==> src/rtl/axi_sram_pkg.sv <==
// Types and helpers shared by the AXI-to-SRAM read assembler and write chunk breaker.
package axi_sram_pkg;

    typedef enum logic [1:0] {
        IDLE,
        ISSUE,
        DRAIN,
        RESP
    } state_t;

    localparam int SIZE_FIELD_W = 3;

    localparam logic [SIZE_FIELD_W-1:0] SIZE_1B = 3'd1;
    localparam logic [SIZE_FIELD_W-1:0] SIZE_2B = 3'd2;
    localparam logic [SIZE_FIELD_W-1:0] SIZE_4B = 3'd3;
    localparam logic [SIZE_FIELD_W-1:0] SIZE_8B = 3'd4;

    // Byte count for an AXI size code; 0 marks an illegal code.
    function automatic logic [3:0] size_to_bytes(input logic [SIZE_FIELD_W-1:0] size);
        case (size)
            SIZE_1B: return 4'd1;
            SIZE_2B: return 4'd2;
            SIZE_4B: return 4'd4;
            SIZE_8B: return 4'd8;
            default: return 4'd0;
        endcase
    endfunction

endpackage

==> src/rtl/axi_sram_rd_latency_pipe.sv <==
// Valid-tag shift register that follows each SRAM strobe through the fixed read latency.
module axi_sram_rd_latency_pipe #(
    parameter int DEPTH = 1
) (
    input  logic clk,
    input  logic reset,
    input  logic tag_in,
    output logic tag_out
);

    logic [DEPTH-1:0] tags;

    generate
        if (DEPTH == 1) begin : g_single
            // One stage: the tag lines up with data one cycle after the strobe.
            always_ff @(posedge clk) begin
                if (!reset) tags <= 1'b0;
                else        tags <= tag_in;
            end
        end else begin : g_multi
            // Shift the tag one stage per cycle; reset flushes in-flight tags.
            always_ff @(posedge clk) begin
                // NOTE: non-blocking so every stage takes its neighbour's old value.
                if (!reset) tags <= '0;
                else        tags <= {tags[DEPTH-2:0], tag_in};
            end
        end
    endgenerate

    assign tag_out = tags[DEPTH-1];

endmodule

==> src/rtl/axi_sram_read_data_assembler.sv <==
// Reads 1..8 bytes from a byte-wide SRAM and packs them into one AXI read word.
module axi_sram_read_data_assembler
    import axi_sram_pkg::*;
#(
    parameter int AXI_SIZE_WIDTH  = 3,
    parameter int AXI_DATA_WIDTH  = 64,
    parameter int AXI_ADDR_WIDTH  = 32,
    parameter int SRAM_DATA_WIDTH = 8,
    parameter int SRAM_ADDR_WIDTH = 10,
    parameter int SRAM_RD_LATENCY = 1
) (
    input  logic                       clk,
    input  logic                       reset,
    input  logic                       req_valid,
    output logic                       req_ready,
    input  logic [AXI_ADDR_WIDTH-1:0]  req_addr,
    input  logic [AXI_SIZE_WIDTH-1:0]  req_size,
    output logic                       sram_rd_en,
    output logic [SRAM_ADDR_WIDTH-1:0] sram_addr,
    input  logic [SRAM_DATA_WIDTH-1:0] sram_rd_data,
    output logic                       rd_valid,
    input  logic                       rd_ready,
    output logic [AXI_DATA_WIDTH-1:0]  rd_data,
    output logic                       rd_err,
    output logic                       busy
);

    localparam int BYTES_PER_WORD = AXI_DATA_WIDTH / SRAM_DATA_WIDTH;
    localparam int BYTE_IDX_W     = $clog2(BYTES_PER_WORD);

    state_t                     state;
    logic [SRAM_ADDR_WIDTH-1:0] base;
    logic [3:0]                 n_bytes;
    logic [3:0]                 issue_cnt;
    logic [3:0]                 ret_cnt;
    logic [3:0]                 req_bytes;
    logic                       tag_out;
    logic                       capture;

    // Address bits above the SRAM range are deliberately ignored.
    logic unused_addr_bits;
    assign unused_addr_bits = ^req_addr[AXI_ADDR_WIDTH-1:SRAM_ADDR_WIDTH];

    assign req_bytes = size_to_bytes(SIZE_FIELD_W'(req_size));

    // A returning byte is only meaningful while the current transaction is in flight.
    assign capture = tag_out && (state == ISSUE || state == DRAIN);

    axi_sram_rd_latency_pipe #(
        .DEPTH (SRAM_RD_LATENCY)
    ) u_latency_pipe (
        .clk     (clk),
        .reset   (reset),
        .tag_in  (sram_rd_en),
        .tag_out (tag_out)
    );

    // Request/issue/drain/response sequencing with registered outputs and byte capture.
    always_ff @(posedge clk) begin
        if (!reset) begin
            state      <= IDLE;
            req_ready  <= 1'b1;
            busy       <= 1'b0;
            sram_rd_en <= 1'b0;
            sram_addr  <= '0;
            rd_valid   <= 1'b0;
            rd_data    <= '0;
            rd_err     <= 1'b0;
            base       <= '0;
            n_bytes    <= '0;
            issue_cnt  <= '0;
            ret_cnt    <= '0;
        end else begin
            if (capture) begin
                rd_data[ret_cnt[BYTE_IDX_W-1:0]*SRAM_DATA_WIDTH +: SRAM_DATA_WIDTH] <= sram_rd_data;
                ret_cnt <= ret_cnt + 4'd1;
            end

            case (state)
                IDLE: begin
                    if (req_valid) begin
                        base      <= req_addr[SRAM_ADDR_WIDTH-1:0];
                        n_bytes   <= req_bytes;
                        rd_data   <= '0;
                        ret_cnt   <= '0;
                        req_ready <= 1'b0;
                        busy      <= 1'b1;
                        if (req_bytes == 4'd0) begin
                            // Illegal size: answer straight away, no SRAM traffic.
                            state     <= RESP;
                            rd_valid  <= 1'b1;
                            rd_err    <= 1'b1;
                            issue_cnt <= '0;
                        end else begin
                            // First strobe goes out in the cycle right after the accept.
                            state      <= ISSUE;
                            sram_rd_en <= 1'b1;
                            sram_addr  <= req_addr[SRAM_ADDR_WIDTH-1:0];
                            issue_cnt  <= 4'd1;
                            rd_err     <= 1'b0;
                        end
                    end
                end
                ISSUE: begin
                    if (issue_cnt == n_bytes) begin
                        sram_rd_en <= 1'b0;
                        state      <= DRAIN;
                    end else begin
                        // Modulo addressing: wrap past the top of the SRAM is intended.
                        sram_addr <= base + SRAM_ADDR_WIDTH'(issue_cnt);
                        issue_cnt <= issue_cnt + 4'd1;
                    end
                end
                DRAIN: begin
                    if (ret_cnt == n_bytes) begin
                        state    <= RESP;
                        rd_valid <= 1'b1;
                    end
                end
                RESP: begin
                    if (rd_ready) begin
                        state     <= IDLE;
                        rd_valid  <= 1'b0;
                        rd_err    <= 1'b0;
                        req_ready <= 1'b1;
                        busy      <= 1'b0;
                    end
                end
                default: state <= IDLE;
            endcase
        end
    end

endmodule

==> config.mk <==
export PLATFORM = sky130hd
export DESIGN_NAME = axi_sram_read_data_assembler
export DESIGN_NICKNAME = d
export VERILOG_FILES = /design/src/rtl/axi_sram_pkg.sv /design/src/rtl/axi_sram_rd_latency_pipe.sv /design/src/rtl/axi_sram_read_data_assembler.sv
export SDC_FILE = /design/constraint.sdc
export NUM_CORES = 1
export LEC_CHECK = 0
export CAP_MARGIN = 20
export CELL_PAD_IN_SITES_DETAIL_PLACEMENT = 1
export CELL_PAD_IN_SITES_GLOBAL_PLACEMENT = 1
export CORE_MARGIN = 1.5
export CORE_UTILIZATION = 39
export CTS_BUF_LIST = sky130_fd_sc_hd__clkbuf_4 sky130_fd_sc_hd__clkbuf_8 sky130_fd_sc_hd__clkbuf_16
export DETAILED_ROUTE_END_ITERATION = 16
export PLACE_DENSITY_LB_ADDON = 0.2
export SLEW_MARGIN = 20
export SYNTH_ARGS = -nofsm -noshare
export SYNTH_HDL_FRONTEND = slang
export SYNTH_SLANG_ARGS = --single-unit
==> constraint.sdc <==
create_clock -name clk -period 5.21 [get_ports clk]
set_input_delay 1.042 -clock clk [delete_from_list [all_inputs] [get_ports clk]]
set_output_delay 1.042 -clock clk [all_outputs]
set_load 0.02 [all_outputs]
Word level (Yosys, flattened, before mapping). Index checks and enable logic that the tools add are counted.

Flip-flop bits (word level): 104. Bits in latches: 0. Bits in writable memories: 0. Memory bits (read-only): 0. Input port bits: 47. Output and inout port bits: 79. Logic and storage cells: 88. Memories kept: 0.

Add/sub/neg operators: 4. $mul: 0. Div/mod/pow operators: 0. Magnitude comparators: 0. Equality and inequality tests: 16. Shift operators: 2. Mux-type cells: 39. Bitwise operators: 0. Reductions and logical operators: 14.

Operators by type and width (count): $mux 64 (3); $bwmux 64 (1); $shift 8x34->64 const A (1); $shiftx 8x34->64 (1); $neg 6->34 (1); $mux 10 (3); $mux 4 (5); $pmux 10 s2 (1); $pmux 4 s4 (1); $mux 1 (13); $reduce_and 4->1 (3); $add 10x4->10 (1); $mux 2 (5); $ne 2x2->1 const B (5); $add 4x1->4 const B (2); $eq 4x4->1 (2); $pmux 1 s2 (4); $pmux 2 s4 (1); $pmux 4 s2 (1); $eq 3x2->1 const B (2); $reduce_and 3->1 (2); $reduce_and 5->1 (1); $eq 2x2->1 const B (2); $logic_not 4->1 (1); 11 further kinds (13).

Longest topological paths before layout.
Depth after elaboration: 6. Mapped depth: 10. Mapped depth without buffers: 8.

By module. Synthesis repeated with hierarchy kept, for this count alone.

Cells, all modules: 489. Area total of the unflattened synthesis: 4634.4 um^2.

Modules (own cells, without submodules): axi_sram_read_data_assembler (times used 1, cells an instance 487, area an instance 4608.2 um^2, sequential area each 2062.0 um^2); axi_sram_rd_latency_pipe (times used 1, cells an instance 2, area an instance 26.3 um^2, sequential area each 20.0 um^2).

Worst setup path before layout. No wires, ideal clock.

Path kind: reg-to-reg. Start point: reg ret_cnt[0]. End point: reg rd_data[48]. Setup time: 128 ps. Arrival: 2119 ps. Data required time: 5082 ps. Setup slack: 2963 ps. Stages on the path, launching flop included: 11. Path buffers: 2. Period minus slack after synthesis: 2247 ps. Path through: dfxtp_1 > buf_6 > inv_2 > ha_1 > ha_1 > nor2_1 > o21ai_1 > or4_1 > buf_2 > mux2i_1 > nor2_1.

Word-level cells in the longest chain between the ends: 6. Elaborated cells on any way between the ends: 7.

Ends and longest elaborated chain: start, declared (line axi_sram_read_data_assembler.sv:35) `logic [3:0] ret_cnt;`; start signal, assigned (line axi_sram_read_data_assembler.sv:76) `ret_cnt <= ret_cnt + 4'd1;`; $neg 6->34 * (line axi_sram_read_data_assembler.sv:75) `rd_data[ret_cnt[BYTE_IDX_W-1:0]*SRAM_DATA_WIDTH +: SRAM_DATA_WIDTH] <= sram_rd_data;`; $shiftx 8x34->64 / $shift 8x34->64 (equally long branches) (line axi_sram_read_data_assembler.sv:75); $bwmux 64 * (line axi_sram_read_data_assembler.sv:75); $mux 64 * (line axi_sram_read_data_assembler.sv:74) `if (capture) begin`; $mux 64 (line axi_sram_read_data_assembler.sv:81) `if (req_valid) begin`; $mux 64 * (line axi_sram_read_data_assembler.sv:79) `case (state)`; end signal, assigned by index (line axi_sram_read_data_assembler.sv:75); end, declared (line axi_sram_read_data_assembler.sv:23) `output logic [AXI_DATA_WIDTH-1:0] rd_data,`.

Every way passes the cells marked *; elsewhere a longest branch is shown, timed or not. A chain may end at the register's enable or synchronous reset.

==> out/metrics.csv <==
metric,value,unit
Final TNS setup,0,ps
Core Area,11420,µm²
PwrDens,387.5,nW/µm²
global-route wire length before repair,20.78,mm
Max Cap Viol,0,
Crit Path Max Fanout,14,
vias per cell,5.331,
post-synthesis cell type count,58,
Placer Congestion,0.7491,
Synth Register Bits,104,
Nets,638,
DRC Markers,0,
routed via count,3865,
GR Util All Layers,21.11,%
Avg WL per Cell,17.68,µm
post_cts resized,0,
share of cells above drive strength 1,5.155,%
crit start category,input port,
Worst Setup End Kind,flip-flop,
Overall Power,2.338,mW
Vert. Die Dim,111.2,µm
CP Data Required Time,5500,ps
total iterations of the first detailed-routing run,4,
"Period Utilization, post-route",58.02,%
RSZ-0062 raised after global routing,false,
Final min period,3023,ps
CTS tree,done,
fin. max-slew vios,0,
setup repair bufs after CTS,0,
"antenna viol nets, final",0,
vias in the first global route,4002,
deepest clock path buffer count,2,
"EDFF count, synth",0,
most common library cell in the layout ignoring fill and taps,dfxtp_1,
WS Path Type,input port to flip-flop,
CTS root buffer,clkbuf_16,
Hold/Removal Path Class,flip-flop to flip-flop,
maximum VDD drop,251.8,µV
Achievable Freq,0.3308,GHz
outcome,completed,
gr ovfl total,0,
relative slew slack,29.62,%
Port Buffers,103,
"Cell Area, Synth",4569,µm²
"Net Count, Synth",545,
"Warnings, synthesis",0,
async set-reset flop share out of synthesis,0,%
Num CTS Buffers,9,
post-synthesis cell count,484,
worst slew pin tran,1052,ps
# H-tree levels,3,
"commonest cells after routing, fill and taps aside","dfxtp_1, clkdlybuf4s50_1, nor2_1",
leakage,2.399,nW
final instance area,6035,µm²
sequential-to-total area share from yosys stat,45.56,%
Syn Area/Cell,9.441,µm²
Top-Level Pins,126,
area grow syn2layout,32.06,%
Die Area,12370,µm²
largest net degree at the start of global routing,47,
clk slew on worst S/H paths,60,ps
setup violators final,0,
clk_skew,9.733,ps
First DRT Iteration DRCs,228,
Rows,39,
post-placement cell area,5692,µm²
Die Wd,111.2,µm
dpl hpwl,9.086,mm
Initial Utilization,40.02,%
Worst-Skew Late Latency,360,ps
clk sinks,104,
"wirelength, routed",12.82,mm
antenna violations before repair,0,
"Top FF cell, synth",dfxtp_1,
Hold Fails Final Rpt,0,
hold_buf cts,0,
Inserted Diodes,0,
crit path DAT,3310,ps
==> cell type report <==
class / instances / area (µm²)
repair buffers: 104 / 1039
clock inverters: 7 / 117.6
inverters: 12 / 45.04
multi-input cells: 346 / 2347
fillers: 1314 / 5384
flip-flops and latches: 104 / 2082
well taps: 143 / 178.9
clock buffers: 9 / 225.2
==> cells in the mapped netlist, types with 3 or more instances <==
library cell / n / area (µm²)
nor2_1: 81 / 304.0
nand2b_1: 4 / 25.02
a21o_1: 3 / 22.52
a211oi_1: 9 / 67.56
a32o_1: 3 / 30.03
nor3_1: 3 / 15.01
buf_2: 6 / 30.03
ha_1: 13 / 162.7
o21ai_0: 8 / 40.04
and3_1: 3 / 18.77
a22o_1: 10 / 87.58
xnor2_1: 9 / 78.83
buf_1: 4 / 15.01
nand3_1: 16 / 80.08
mux2i_1: 59 / 590.6
o21ai_1: 7 / 35.03
inv_1: 10 / 37.54
and2_1: 16 / 100.1
clkbuf_1: 11 / 41.29
xor2_1: 8 / 70.07
dfxtp_1: 104 / 2082
nand2_1: 27 / 101.4
a21oi_1: 29 / 145.1
==> state kept, by name, indices dropped and copies added (netlist names) <==
register / count
sram_rd_en: 1
req_ready: 1
rd_data: 64
base: 10
sram_addr: 10
rd_err: 1
busy: 1
rd_valid: 1
ret_cnt: 4
issue_cnt: 4
u_latency_pipe.tag_out: 1
n_bytes: 4
state: 2
==> logic make-up (layout without fill, tap and decap cells) <==
group           count (synthesis)  count (layout)  synth area share, %
compound gates                 85              85                12.65
buf+inv                        34             132                3.122
simple gates                  170             170                18.13
fa+ha+maj                      14              14                3.998
xor+xnor                       18              18                3.615
mux                            59              59                12.92
flops                         104             104                45.56
==> critical path, cell delays in order <==
cell	delay [ps]
clkdlybuf4s50_1	730
inv_1	360
nor2_1	900
a22o_1	270
==> path summary, 6_finish.rpt <==
kind / startpoint / endpoint / slack (ps) / depth (start not counted)
setup / recovery: reset / base[9]$_SDFFE_PN0P_ / 2190 / 4
hold / removal: sram_addr[8]$_SDFFE_PN0P_ / sram_addr[8]$_SDFFE_PN0P_ / 460 / 2
setup reg to reg: ret_cnt[0]$_SDFF_PN0_ / rd_data[50]$_SDFF_PN0_ / 2200 / 8
hold reg to reg: sram_addr[8]$_SDFFE_PN0P_ / sram_addr[8]$_SDFFE_PN0P_ / 460 / 2
==> power by group <==
part | internal (mW) | switching (mW)
clock | 0.471 | 0.311
sequential | 0.865 | 0.0580
combinational | 0.249 | 0.384
total | 1.59 | 0.753
==> metrics by stage <==
stage                     util (%)  setup slack (ps)  cells  hold slack (ps)
final                        52.85              2187    725            461.3
after global routing         52.85              1971    725            484.4
after CTS                    52.85              2111    725            469.0
after detailed placement     49.85              1771    709            446.9
after global placement       49.85              1850    709            446.4
after floorplan                  -              2963    484            456.3
==> layer usage <==
layer / part of all wire, % / vias up / routed length [µm] / GRT usage, %
li1: - / 1863 / - / -
met1: 45 / 1910 / 5800 / 25.63
met2: 50 / 80 / 6406 / 37.51
met3: 3.8 / 12 / 489 / 5.522
met4: 0.95 / 0 / 122 / 4.473
met5: 0 / - / 0 / 0
Note: power is estimated with default switching activity, not from simulation.
